File: src/rtl/lookup_stage.sv
// One tree level of the pipelined lookup engine: reads the node addressed by the
// incoming pointer, selects the child pointer and best-so-far result, forwards to the next level.
module lookup_stage #(
  parameter int unsigned STAGE_ID  = 0,
  parameter int unsigned KEY       = 32,
  parameter int unsigned ADDR      = 10,
  parameter int unsigned RESULT    = 16,
  parameter int unsigned DATA      = 72,
  parameter int unsigned STAT_BITS = 32
) (
  input  logic                 clk,
  input  logic                 rst_n,
  input  logic                 in_valid,
  input  logic [KEY-1:0]       in_key,
  input  logic [ADDR-1:0]      in_ptr,
  input  logic [RESULT-1:0]    in_result,
  input  logic                 in_hit,
  input  logic                 in_done,
  output logic [ADDR-1:0]      mem_addr,
  input  logic [DATA-1:0]      mem_rdata,
  output logic                 out_valid,
  output logic [KEY-1:0]       out_key,
  output logic [ADDR-1:0]      out_ptr,
  output logic [RESULT-1:0]    out_result,
  output logic                 out_hit,
  output logic                 out_done,
  output logic [STAT_BITS-1:0] stat_lookups,
  output logic [STAT_BITS-1:0] stat_leaves
);

  // Node word layout, LSB first
  localparam int unsigned LEFT_LSB  = KEY;
  localparam int unsigned RIGHT_LSB = KEY + ADDR;
  localparam int unsigned RES_LSB   = KEY + 2 * ADDR;
  localparam int unsigned RV_BIT    = RES_LSB + RESULT;
  localparam int unsigned LEAF_BIT  = RV_BIT + 1;
  localparam int unsigned USED      = LEAF_BIT + 1;
  localparam int unsigned unused_stage_id = STAGE_ID;

  if (DATA < USED) begin : g_data_too_narrow
    $error("lookup_stage %0d: DATA=%0d narrower than node word %0d", STAGE_ID, DATA, USED);
  end

  if (DATA > USED) begin : g_spare_bits
    logic unused_spare;
    assign unused_spare = ^mem_rdata[DATA-1:USED];
  end

  logic [KEY-1:0]    node_thresh;
  logic [ADDR-1:0]   node_left;
  logic [ADDR-1:0]   node_right;
  logic [RESULT-1:0] node_result;
  logic              node_res_valid;
  logic              node_leaf;

  assign node_thresh    = mem_rdata[KEY-1:0];
  assign node_left      = mem_rdata[LEFT_LSB +: ADDR];
  assign node_right     = mem_rdata[RIGHT_LSB +: ADDR];
  assign node_result    = mem_rdata[RES_LSB +: RESULT];
  assign node_res_valid = mem_rdata[RV_BIT];
  assign node_leaf      = mem_rdata[LEAF_BIT];

  // BRAM read issued straight from the incoming pointer, valid or not
  assign mem_addr = in_ptr;

  logic                 s1_valid_q;
  logic [KEY-1:0]       s1_key_q;
  logic [ADDR-1:0]      s1_ptr_q;
  logic [RESULT-1:0]    s1_result_q;
  logic                 s1_hit_q;
  logic                 s1_done_q;

  logic                 out_valid_q,  out_valid_d;
  logic [KEY-1:0]       out_key_q,    out_key_d;
  logic [ADDR-1:0]      out_ptr_q,    out_ptr_d;
  logic [RESULT-1:0]    out_result_q, out_result_d;
  logic                 out_hit_q,    out_hit_d;
  logic                 out_done_q,   out_done_d;
  logic [STAT_BITS-1:0] lookups_q,    lookups_d;
  logic [STAT_BITS-1:0] leaves_q,     leaves_d;

  // Stage 1: capture the request while the node word is being read
  always_ff @(posedge clk or negedge rst_n) begin
    if (!rst_n) begin
      s1_valid_q  <= 1'b0;
      s1_key_q    <= '0;
      s1_ptr_q    <= '0;
      s1_result_q <= '0;
      s1_hit_q    <= 1'b0;
      s1_done_q   <= 1'b0;
    end else begin
      s1_valid_q <= in_valid;
      if (in_valid) begin
        s1_key_q    <= in_key;
        s1_ptr_q    <= in_ptr;
        s1_result_q <= in_result;
        s1_hit_q    <= in_hit;
        s1_done_q   <= in_done;
      end
    end
  end

  // Stage 2 decision: payload holds across bubbles, counters saturate
  always_comb begin
    out_valid_d  = s1_valid_q;
    out_key_d    = out_key_q;
    out_ptr_d    = out_ptr_q;
    out_result_d = out_result_q;
    out_hit_d    = out_hit_q;
    out_done_d   = out_done_q;
    lookups_d    = lookups_q;
    leaves_d     = leaves_q;
    if (s1_valid_q) begin
      out_key_d    = s1_key_q;
      out_ptr_d    = s1_ptr_q;
      out_result_d = s1_result_q;
      out_hit_d    = s1_hit_q;
      out_done_d   = s1_done_q;
      if (!s1_done_q) begin
        if (!(&lookups_q)) lookups_d = lookups_q + STAT_BITS'(1);
        if (node_res_valid) begin
          out_result_d = node_result;
          out_hit_d    = 1'b1;
        end
        if (node_leaf) begin
          out_done_d = 1'b1;
          if (!(&leaves_q)) leaves_d = leaves_q + STAT_BITS'(1);
        end else begin
          out_done_d = 1'b0;
          out_ptr_d  = (s1_key_q >= node_thresh) ? node_right : node_left;
        end
      end
    end
  end

  always_ff @(posedge clk or negedge rst_n) begin
    if (!rst_n) begin
      out_valid_q  <= 1'b0;
      out_key_q    <= '0;
      out_ptr_q    <= '0;
      out_result_q <= '0;
      out_hit_q    <= 1'b0;
      out_done_q   <= 1'b0;
      lookups_q    <= '0;
      leaves_q     <= '0;
    end else begin
      out_valid_q  <= out_valid_d;
      out_key_q    <= out_key_d;
      out_ptr_q    <= out_ptr_d;
      out_result_q <= out_result_d;
      out_hit_q    <= out_hit_d;
      out_done_q   <= out_done_d;
      lookups_q    <= lookups_d;
      leaves_q     <= leaves_d;
    end
  end

  assign out_valid    = out_valid_q;
  assign out_key      = out_key_q;
  assign out_ptr      = out_ptr_q;
  assign out_result   = out_result_q;
  assign out_hit      = out_hit_q;
  assign out_done     = out_done_q;
  assign stat_lookups = lookups_q;
  assign stat_leaves  = leaves_q;

endmodule
File: config.mk
export PLATFORM = sky130hd
export DESIGN_NAME = lookup_stage
export DESIGN_NICKNAME = d
export VERILOG_FILES = /design/src/rtl/lookup_stage.sv
export SDC_FILE = /design/constraint.sdc
export NUM_CORES = 1
export LEC_CHECK = 0
export CAP_MARGIN = 10
export CORE_ASPECT_RATIO = 1.1
export CORE_UTILIZATION = 43
export CTS_CLUSTER_DIAMETER = 200
export CTS_CLUSTER_SIZE = 40
export DETAILED_ROUTE_END_ITERATION = 8
export PLACE_DENSITY = 0.85
export SLEW_MARGIN = 20
export SYNTH_ARGS = -nofsm -noshare
export SYNTH_HDL_FRONTEND = slang
export SYNTH_SLANG_ARGS = --single-unit
File: constraint.sdc
create_clock -name clk -period 3.2 [get_ports clk]
set_input_delay 0.64 -clock clk [delete_from_list [all_inputs] [get_ports clk]]
set_output_delay 0.64 -clock clk [all_outputs]
set_load 0.02 [all_outputs]
==> reports/metrics.csv, run 1 <==
stage,metric,value,unit
global_routing,grt_use_total,0.214,
sta,fin_ws,0.393,ns
drt,vias,6361,
clock_network,clock-root-buffer,clkbuf_16,
synthesis,syn_area,8570,um2
pwr,p_leak,5.26,nW
global_routing,antenna_found_initial,0,
final_layout,layout_commonest_cell,clkdlybuf4s50_1,
final_layout,drive_above_1_share,0.148,
setup_path,slowest_delay,0.48,ns
drt,viasPerCell,5.17,
synthesis,yosys.area_share.simple,0.109,
clock_network,htree_num_levels,4,
clock_network,cts_max_path_buffers,2,
pwr,p_switching,1.80,mW
drt,post-route-drc-count,0,
drt,drt_iter0_drc,241,
pwr,pwr-share-clk,0.316,
drt,drt.antenna.violating_nets,0,
clock_network,tritoncts,done,
clock_network,cts_made_buffers,17,
final_layout,fin_nets,1141,
pwr,p_per_area,513,nW/um2
synthesis,synth_cell_type_count,42,
final_layout,syn_to_final_growth,40.7,%
final_layout,final_cell_mix,"clkdlybuf4s50_1 (265), dfrtp_1 (185), mux2_2 (93), xnor2_1 (41), nor2_1 (38)",
sta,rsz0062_at_grt,no,
die,core.rowCount,53,
clock_network,clk_latency,0.42,ns
global_routing,grt_max_degree,98,
synthesis,ys_top_cells_by_area,"dfrtp_1 (54%), mux2_2 (12%), ha_1 (5.0%), xnor2_1 (4.2%), mux2i_1 (3.0%)",
setup_path,arrival,3.13,ns
sta,slew_headroom,0.453,
clock_network,ctsHoldBuffers,0,
sta,tightest_slew,0.818,ns
final_layout,num_antenna_cells,0,
clock_network,post_cts_buffers,0,
synthesis,yosysWarnings,0,
place,io_buffers,267,
die,core-area,19300,um2
synthesis,synth_compound_area_frac,0.0481,
synthesis,yosysTopAreaCellShare,0.543,
synthesis,synth_top_family_by_area,multiplexers,
die,dieHeight,150,um
die,start_util,0.444,
pwr,seq_power_share,0.455,
setup_path,crit_family,compound AO/OA/AOI/OAI gates,
synthesis,synth_adder_area_share,0.0497,
synthesis,synth-xor-area-share,0.0624,
final_layout,multi_input_area,3620,um2
place,gp_congestion,0.846,
final_layout,seqCellArea,4660,um2
synthesis,synth-edff-count,0,
sta,drv_slew,0,
outcome,status,"complete, no violations",
place,dp_hpwl,15.5,mm
setup_path,cp-end-kind,flip-flop,
setup_path,r2r_setup_slack,0.62,ns
global_routing,grt_first_pass_wirelength,33.7,mm
place,preCtsSetupSlack,-0.0352,ns
pwr,p_comb_frac,0.229,
synthesis,synth_top_cell_by_area,dfrtp_1,
sta,fmax,0.356,GHz
drt,drt_pass1_iterations,4,
setup_path,cp_max_fo,10,
die,dieArea,20500,um2
setup_path,required,3.53,ns
synthesis,synth_area_per_cell,12.1,um2
sta,finalHoldViolCount,0,
min_path,hp-class,primary input to asynchronous set/reset pin,
sta,timing.final.crit_period,2.81,ns
drt,routed_wl,21.2,mm
clock_network,clk_pin_slew,0.07,ns
setup_path,crit_slowest_cell,clkdlybuf4s50_1,
final_layout,final_util,0.624,
setup_path,critPathLaunchType,primary input,
pwr,p_sw_frac,0.291,
sta,clock_skew,0.00975,ns
die,ios,270,
sta,period_share,0.877,
synthesis,synth_async_sr_flop_share,1.00,
pwr,p_int,4.38,mW
pwr,irDropWorstVdd,0.000348,V
synthesis,syn_nets,878,
sta,finalSetupViolCount,0,
die,die_x,137,um
pwr,p_total,6.18,mW
global_routing,globalRouteOverflowTotal,0,
synthesis,ys_seq_area_frac,0.543,
setup_path,path_cells,"clkdlybuf4s50_1, inv_1, ha_1, nand4_1, o311a_1, o41ai_1, buf_4, a31oi_2, buf_12, mux2i_1, o21ai_0",
clock_network,ctsResizeCount,0,
clock_network,cts_sinks,186,
setup_path,crit_buf_inv,4,
final_layout,fillCellCount,1510,
setup_path,crit_type,primary input to flip-flop,
synthesis,synth_seq_cells,186,
job,maxCapViolCount,0,
global_routing,grt_pass1_vias,6688,
synthesis,synthCells,709,
synthesis,muxShareOfSynthArea,0.153,
synthesis,ys.flop_type,dfrtp_1,
drt,drt-wirelength-per-cell,17.2,um
## cell usage after synthesis, types with 3 or more instances
cell / n
nand2_1: 32
buf_4: 10
mux2i_1: 26
mux2_2: 93
o21ai_0: 15
and4_1: 7
nor3_1: 5
a211o_1: 4
a22oi_1: 10
nand4_1: 26
buf_1: 4
dfrtp_1: 186
a21o_1: 3
and2_1: 5
xor2_1: 20
a21oi_1: 31
clkbuf_1: 17
and3_1: 12
ha_1: 34
nor2_1: 38
xnor2_1: 41
nand3_1: 27
inv_1: 37
nor4_1: 3
## per-layer routing
layer	part of all wire	vias to the layer above	GRT usage	wire (um)
met5	0	-	0	0
met4	0.037	0	0.0911	787
met3	0.058	49	0.0559	1230
met2	0.49	202	0.363	10500
met1	0.41	3102	0.254	8700
li1	-	3008	-	-
## logic make-up after synthesis
| logic type | Yosys count |
|---|---|
| multiplexers | 119 |
| AO/OA/AOI/OAI | 69 |
| AND/OR/NAND/NOR | 171 |
| XOR/XNOR | 61 |
| adder cells (fa/ha/maj) | 34 |
| buffers and inverters | 69 |
| flip-flops | 186 |
## through the flow
stage	instances	setup TNS [ns]	hold WS [ns]	instance area (um2)
finish	1230	0	0.290	12000
global route	1230	0	0.346	12000
CTS	1230	0	0.334	12000
detailed placement	1200	-0.0778	0.488	11500
global placement	1200	-0.0296	0.463	11500
floorplan	709	0	0.344	8570
## sequential cells by signal (all words and copies together), names as in the netlist
register / count
out_done: 1
out_hit: 1
out_key: 32
out_ptr: 10
out_result: 16
out_valid: 1
out_valid_d: 1
s1_done_q: 1
s1_hit_q: 1
s1_key_q: 32
s1_ptr_q: 10
s1_result_q: 16
stat_leaves: 32
stat_lookups: 32
## final timing paths
path                                  start                to  cells past startpoint
setup / recovery               mem_rdata[5]        out_ptr[6]                     11
hold / removal                        rst_n  stat_lookups[27]                      1
setup reg to reg                out_valid_d        out_ptr[6]                      5
hold reg to reg            stat_lookups[19]  stat_lookups[19]                      1
max in group asynchronous             rst_n     out_result[4]                      2
min in group clk           stat_lookups[19]  stat_lookups[19]                      1
## area by class of cell
class	instances	share of cell area
clock buffer	19	0.0368
timing repair buffer	276	0.231
sequential	186	0.386
clock inverter	11	0.00748
multi-input combinational	454	0.301
tap	247	0.0257
inverter	37	0.0115
## power groups by stage
stage	combinational, mW	sequential, mW	clock [mW]
2_1_floorplan	0.476	3.03	0
3_3_place_gp	1.39	2.84	0
3_5_place_dp	1.43	2.86	0
4_1_cts	1.43	2.82	2.00
5_1_grt	1.52	2.85	2.09
6_report	1.42	2.81	1.95
Power figures use the tool's default switching activity.
==> run 2, diff against run 1 <==
Clock period 3.2 ns to 3.6 ns, I/O delays scaled along.
==> reports/metrics.csv, run 2 (same netlist as run 1, synthesis figures left out) <==
stage,metric,value,unit
final_layout,num_antenna_cells,0,
global_routing,antenna_found_initial,0,
pwr,seq_power_share,0.455,
drt,drt.antenna.violating_nets,0,
drt,routed_wl,20.8,mm
sta,timing.final.crit_period,2.91,ns
clock_network,cts_max_path_buffers,2,
clock_network,tritoncts,done,
clock_network,clock-root-buffer,clkbuf_16,
setup_path,crit_type,primary input to flip-flop,
sta,fmax,0.344,GHz
setup_path,crit_slowest_cell,clkdlybuf4s50_1,
pwr,pwr-share-clk,0.320,
pwr,p_int,3.96,mW
global_routing,grt_first_pass_wirelength,33.0,mm
clock_network,htree_num_levels,4,
global_routing,grt_max_degree,99,
clock_network,post_cts_buffers,0,
die,dieHeight,150,um
drt,drt_pass1_iterations,5,
clock_network,clk_latency,0.42,ns
die,core.rowCount,53,
final_layout,fin_nets,1139,
sta,finalSetupViolCount,0,
pwr,irDropWorstVdd,0.000403,V
die,core-area,19300,um2
sta,slew_headroom,0.408,
sta,fin_setup_tns,0,ns
global_routing,grt_pass1_vias,6484,
pwr,p_leak,5.24,nW
die,dieArea,20500,um2
final_layout,final_cell_mix,"clkdlybuf4s50_1 (265), dfrtp_1 (185), mux2_2 (93), xnor2_1 (41), nor2_1 (38)",
sta,period_share,0.808,
clock_network,cts_sinks,186,
final_layout,fillCellCount,1541,
clock_network,ctsResizeCount,0,
sta,rsz0062_at_grt,no,
pwr,p_comb_frac,0.225,
sta,clock_skew,0.0107,ns
drt,drt_iter0_drc,173,
clock_network,ctsHoldBuffers,0,
global_routing,grt_use_total,0.209,
place,gp_congestion,0.821,
die,start_util,0.444,
place,dp_hpwl,15.5,mm
setup_path,reg2reg_depth,8,
setup_path,required,3.87,ns
setup_path,crit_buf_inv,3,
sta,tightest_slew,0.885,ns
job,maxCapViolCount,0,
drt,drt-wirelength-per-cell,16.9,um
drt,post-route-drc-count,0,
setup_path,path_cells,"clkdlybuf4s50_1, inv_1, ha_1, nand4_1, o311a_1, o41ai_1, a31oi_2, buf_4, mux2i_1, o21ai_0",
sta,finalHoldViolCount,0,
global_routing,globalRouteOverflowTotal,0,
setup_path,slowest_delay,0.47,ns
drt,vias,6350,
setup_path,arrival,3.18,ns
sta,drv_slew,0,
place,io_buffers,267,
setup_path,cp-end-kind,flip-flop,
final_layout,final_util,0.622,
final_layout,drive_above_1_share,0.143,
die,die_x,137,um
setup_path,cp_max_fo,10,
die,ios,270,
pwr,p_sw_frac,0.281,
outcome,status,"complete, no violations",
min_path,hp-class,primary input to asynchronous set/reset pin,
setup_path,crit_family,compound AO/OA/AOI/OAI gates,
pwr,p_per_area,458,nW/um2
pwr,p_switching,1.55,mW
setup_path,path_depth,10,
clock_network,cts_made_buffers,17,
final_layout,syn_to_final_growth,40.2,%
clock_network,clk_pin_slew,0.07,ns
final_layout,layout_commonest_cell,clkdlybuf4s50_1,
setup_path,critPathLaunchType,primary input,
drt,viasPerCell,5.17,
run 2: per-layer routing:
metal / GRT usage / vias up / share of wire
li1: - / 3004 / -
met5: 0 / - / 0
met3: 0.0434 / 35 / 0.052
met1: 0.257 / 3139 / 0.42
met4: 0.0917 / 0 / 0.028
met2: 0.353 / 172 / 0.50
run 2: path summary, 6_finish.rpt:
path,from,to,slack [ns]
min reg2reg,stat_lookups[19],stat_lookups[19],0.49
max,mem_rdata[7],out_ptr[7],0.69
max reg2reg,s1_key_q[7],out_ptr[7],1.10
max in group asynchronous,rst_n,out_valid_d,2.44
min,rst_n,stat_lookups[29],0.23
min in group clk,stat_lookups[19],stat_lookups[19],0.49
run 2: worst register-to-register path, delay by kind of cell, from the launching register on:
| family | cells | cell delay [ns] |
|---|---|---|
| simple gates | 1 | 0.10 |
| flops | 1 | 0.40 |
| compound gates | 4 | 1.13 |
| mux | 1 | 0.18 |
| buf+inv | 1 | 0.24 |
| fa+ha+maj | 1 | 0.32 |
run 2: cell type report:
type,instances,area [um2],share of cell area
inverter,37,139,0.0116
timing repair buffer,274,2740,0.228
clock buffer,23,458,0.0381
tap,247,309,0.0257
sequential,186,4660,0.388
clock inverter,8,87.6,0.00729
multi-input combinational,454,3620,0.302
run 2: power groups by stage:
stage / sequential (mW) / clock, mW / combinational [mW]
6_report: 2.50 / 1.76 / 1.24
5_1_grt: 2.54 / 1.88 / 1.34
4_1_cts: 2.50 / 1.81 / 1.26
3_5_place_dp: 2.54 / 0 / 1.25
3_3_place_gp: 2.53 / 0 / 1.23
2_1_floorplan: 2.70 / 0 / 0.423
run 2: stage by stage:
step	power, mW	cells	worst slack, ns	instance area, um2	hold WS [ns]
finish	5.50	1229	0.691	12000	0.227
global route	5.76	1229	0.539	12000	0.233
CTS	5.57	1229	0.658	12000	0.224
detailed placement	3.79	1198	0.234	11500	0.483
global placement	3.75	1198	0.293	11500	0.467
floorplan	3.12	709	0.995	8570	0.421
==> run 3, diff against run 2 <==
Settings changed: CORE_UTILIZATION 43 to 42, PLACE_DENSITY 0.85 to 0.86.
Clock period 3.6 ns to 2.54 ns, I/O delays scaled along.
==> reports/metrics.csv, run 3 (same netlist as run 1, synthesis figures left out) <==
stage,metric,value,unit
final_layout,drive_above_1_share,0.179,
drt,drt.antenna.violating_nets,0,
drt,drt-wirelength-per-cell,17.6,um
final_layout,syn_to_final_growth,44.7,%
setup_path,reg2reg_depth,9,
pwr,p_leak,5.42,nW
sta,drv_slew,0,
setup_path,cp_max_fo,5,
final_layout,num_antenna_cells,0,
place,dp_hpwl,16.2,mm
sta,hold_ws,0.0282,ns
pwr,p_switching,2.39,mW
die,core-area,19900,um2
pwr,pwr-share-clk,0.327,
setup_path,arrival,2.78,ns
sta,clock_skew,0.0128,ns
drt,routed_wl,22.1,mm
setup_path,r2r_setup_slack,0.18,ns
die,dieHeight,152,um
final_layout,final_util,0.622,
place,io_buffers,267,
setup_path,timing.rr.start,s1_key_q[27],
die,core.rowCount,54,
drt,post-route-drc-count,32,
pwr,p_int,5.69,mW
sta,finalSetupViolCount,0,
place,placement.cell_area,11600,um2
outcome,status,"finished, violations left",
pwr,seq_power_share,0.440,
sta,slew_headroom,0.457,
setup_path,crit_type,primary input to flip-flop,
sta,fmax,0.402,GHz
clock_network,cts_sinks,186,
die,ios,270,
setup_path,required,2.83,ns
clock_network,clk_latency,0.43,ns
global_routing,grt_max_degree,68,
clock_network,cts_made_buffers,17,
sta,rsz0062_at_grt,yes,
min_path,hp-class,primary input to asynchronous set/reset pin,
drt,viasPerCell,5.24,
die,start_util,0.430,
sta,finalHoldViolCount,0,
die,dieArea,21000,um2
global_routing,grt_use_total,0.214,
place,gp_congestion,0.829,
drt,drt_pass1_iterations,7,
pwr,p_sw_frac,0.295,
clock_network,ctsHoldBuffers,0,
setup_path,critPathLaunchType,primary input,
setup_path,cp-end-kind,flip-flop,
global_routing,antenna_found_initial,0,
outcome,violations,DRC,
final_layout,final_cell_mix,"clkdlybuf4s50_1 (261), dfrtp_1 (185), mux2_2 (93), xnor2_1 (41), nor2_1 (38)",
final_layout,fin_nets,1157,
final_layout,layout_commonest_cell,clkdlybuf4s50_1,
pwr,p_comb_frac,0.233,
clock_network,tritoncts,done,
clock_network,cts_max_path_buffers,2,
clock_network,clock-root-buffer,clkbuf_16,
job,maxCapViolCount,0,
final_layout,fillCellCount,1538,
drt,drt_iter0_drc,279,
pwr,p_per_area,652,nW/um2
global_routing,grt_pass1_vias,6749,
final_layout,finalInstanceArea,12400,um2
drt,vias,6562,
setup_path,reg2reg_to,out_ptr[0],
global_routing,grt_first_pass_wirelength,35.0,mm
sta,tightest_slew,0.811,ns
die,die_x,138,um
sta,timing.final.crit_period,2.49,ns
global_routing,globalRouteOverflowTotal,0,
clock_network,clk_pin_slew,0.08,ns
clock_network,htree_num_levels,4,
sta,period_share,0.981,
pwr,irDropWorstVdd,0.000442,V
## run 3: worst max-delay path by stage
| stage | start | end | slack (ns) | cells past startpoint |
|---|---|---|---|---|
| floorplan | mem_rdata[30] | out_ptr[0] | 0.15 | 10 |
| global placement | mem_rdata[30] | out_ptr[0] | -0.42 | 11 |
| detailed placement | mem_rdata[30] | out_ptr[1] | -0.53 | 11 |
| CTS | mem_rdata[27] | out_ptr[3] | 0.0008 | 12 |
| global route | mem_rdata[27] | out_ptr[1] | -0.06 | 11 |
| finish | mem_rdata[31] | out_ptr[0] | 0.05 | 11 |
## run 3: final cells by class
cell class	instances	area [um2]	area share
Inverter	37	139	0.0112
Timing Repair Buffer	292	2930	0.236
Tap cell	252	315	0.0254
Clock buffer	18	429	0.0346
Multi-Input combinational cell	454	3770	0.304
Sequential cell	186	4660	0.376
Clock inverter	14	159	0.0128
## run 3: repair_timing
action	4_1_cts	5_1_grt
cloned	1	0
pin swaps	2	17
gates resized for setup	10	17
setup endpoints to repair	10	10
buffers inserted	1	0
## run 3: metrics by stage
stage / setup TNS [ns] / cells / power (mW) / setup slack [ns]
floorplan: 0 / 709 / 4.42 / 0.147
global placement: -4.13 / 1220 / 5.36 / -0.418
detailed placement: -4.89 / 1220 / 5.43 / -0.529
CTS: 0 / 1254 / 8.15 / 0.000799
global route: -0.311 / 1253 / 8.44 / -0.0611
finish: 0 / 1253 / 8.08 / 0.0495
## run 3: worst max-delay path: stages
cell and delay, ns:
clkdlybuf4s50_1 0.47, inv_1 0.05, ha_1 0.28, nand4_1 0.11, nor2_1 0.07, a221o_1 0.29, a211o_1 0.32, a31oi_4 0.23
buf_12 0.16, mux2i_1 0.20, o21ai_0 0.10
## run 3: power by group through the flow
stage	combinational (mW)	sequential, mW	clock, mW
5_1_grt	2.02	3.60	2.82
2_1_floorplan	0.600	3.82	0
4_1_cts	1.90	3.54	2.70
3_3_place_gp	1.78	3.58	0
3_5_place_dp	1.84	3.60	0
6_report	1.88	3.55	2.64
## run 3: routing by layer
| metal | vias up | global-route usage | share of wire |
|---|---|---|---|
| met3 | 55 | 0.0424 | 0.052 |
| met2 | 208 | 0.371 | 0.51 |
| met1 | 3249 | 0.255 | 0.40 |
| li1 | 3050 | - | - |
| met4 | 0 | 0.115 | 0.039 |
| met5 | - | 0 | 0 |
==> patch (settings of run 2) <==
Make the reset (`rst_n`) synchronous in 2 clocked blocks.
--- a/src/rtl/lookup_stage.sv
+++ b/src/rtl/lookup_stage.sv
@@ -80,7 +80,7 @@
   logic [STAT_BITS-1:0] leaves_q,     leaves_d;
 
   // Stage 1: capture the request while the node word is being read
-  always_ff @(posedge clk or negedge rst_n) begin
+  always_ff @(posedge clk) begin
     if (!rst_n) begin
       s1_valid_q  <= 1'b0;
       s1_key_q    <= '0;
@@ -133,7 +133,7 @@
     end
   end
 
-  always_ff @(posedge clk or negedge rst_n) begin
+  always_ff @(posedge clk) begin
     if (!rst_n) begin
       out_valid_q  <= 1'b0;
       out_key_q    <= '0;
Behaviour: differs if rst_n is asserted again (counterexample within 4 cycles, from zero or initial values and one cycle with rst_n low); with rst_n held inactive, the same outputs for 4 cycles.
==> patch against run 2 <==
Die area is 6.5% higher; largest cell class is now multi-input combinational cells; count of clock-buffer cells in the layout decreased by 5; routed wire length increased by 12%; via count is 20% higher; critical path type unchanged; clock skew increased by 6.7 ps; setup slack improved by 67 ps; sequential cell count unchanged; design area is 4.6% higher; hold slack improved by 260 ps; synthesized cell count is 36% higher; area after synthesis rose by 6.6%.
Power is not compared: it rests on default switching activity, and its combinational part moved more than twofold at a synthesized area within 25%.
==> patch: results (changes against run 2) <==
placed_design:
  gp_congestion: 0.863  # +5.0%
  dp.cells: 1460  # +22%
  placed_area_um2: 11900  # +4.2%
  pre_cts_slack_ps: 296  # +61.5 ps
  dp_hpwl_mm: 16.8  # +8.5%
synthesis:
  avgSynthCellArea_um2: 9.49  # -21%
  synth_commonest_cells: "186 x dfxtp_1, 113 x mux2i_1, 97 x nor2b_1, 87 x nand2_1, 49 x inv_1"
  syn_nets: 1131  # +29%
  ys_seq_area_frac: 0.408  # -0.136
  synthFlopType: "dfxtp_1"
  synth_area_leaders: "dfxtp_1 41%, mux2i_1 12%, nor2b_1 6.6%"
grt:
  grt_pass1_wl_mm: 37.7  # +14%
  grtUsageMet2: 0.364  # +0.0114
  grt_use_met3: 0.0666  # +0.0232
  grtUsageTotal: 0.218  # +0.00873
  grt_pass1_vias: 7472  # +15%
  grt_max_degree: 202  # +100%
  antenna_found_initial: 2  # +2
detailed_routing:
  wl_met2_mm: 11.0  # +6.1%
  routed_via_density: 5.12  # -0.88%
  highest_layer: "met5"
  drtIter0Drc: 252  # +46%
  wl_per_cell_um: 15.6  # -7.9%
  routedLengthMet1_mm: 9.87  # +13%
  drt_wl_total_mm: 23.3  # +12%
  dr_wl_met3_mm: 1.78  # +64%
  drtPass1Iterations: 4  # -1
sta:
  worst_pin_slew_ps: 823  # -62.3 ps
  clock_skew_ps: 17.4  # +6.72 ps
finish:
  final_nets: 1364  # +20%
  drive_gt1_frac: 0.0488  # -0.0937
  diodes: 0  # unchanged
  n_fill_cell: 1716  # +11%
setup_path:
  critPathLaunch: "mem_rdata[29]"
  worstPathMaxFanout: 11  # +1
  cp_top_family: "simple AND/OR/NAND/NOR gates"
  r2r_start: "out_valid_d"
run_status:
  status: "complete, no violations"
hold_path:
  worstHoldPathType: "reg2reg"
power:
  finalPower_mw: 4.67
## patch: cell types whose count changed in the layout (fill, tap and decap cells not counted), sizes merged, moves of 38 or more
cell and change:
dfrtp -186, dfxtp +186, nor2b +95, mux2 -93
mux2i +87, nand2 +56, and2 +38
## patch: final timing paths
kind	end	slack [ps]	cells after the start
hold / removal	out_result[14]	490	1
hold reg to reg	out_result[14]	490	1
setup reg to reg	stat_leaves[31]	1110	6
setup / recovery	out_ptr[3]	760	8
## patch: final cells by class
type | count | area (um^2) | area share
multi-input cells | 667 | 4950 | 0.394
flip-flops and latches | 186 | 3730 | 0.297
repair buffers | 274 | 2750 | 0.219
clock buffers | 18 | 439 | 0.0350
well taps | 285 | 357 | 0.0284
inverters | 49 | 184 | 0.0146
clock inverters | 14 | 151 | 0.0121
## patch: logic make-up after synthesis
family	after synthesis	share of synthesized area
xor+xnor	38	0.0365
compound gates	132	0.107
simple gates	350	0.228
flops	186	0.408
mux	113	0.124
fa+ha+maj	34	0.0466
buf+inv	109	0.0500
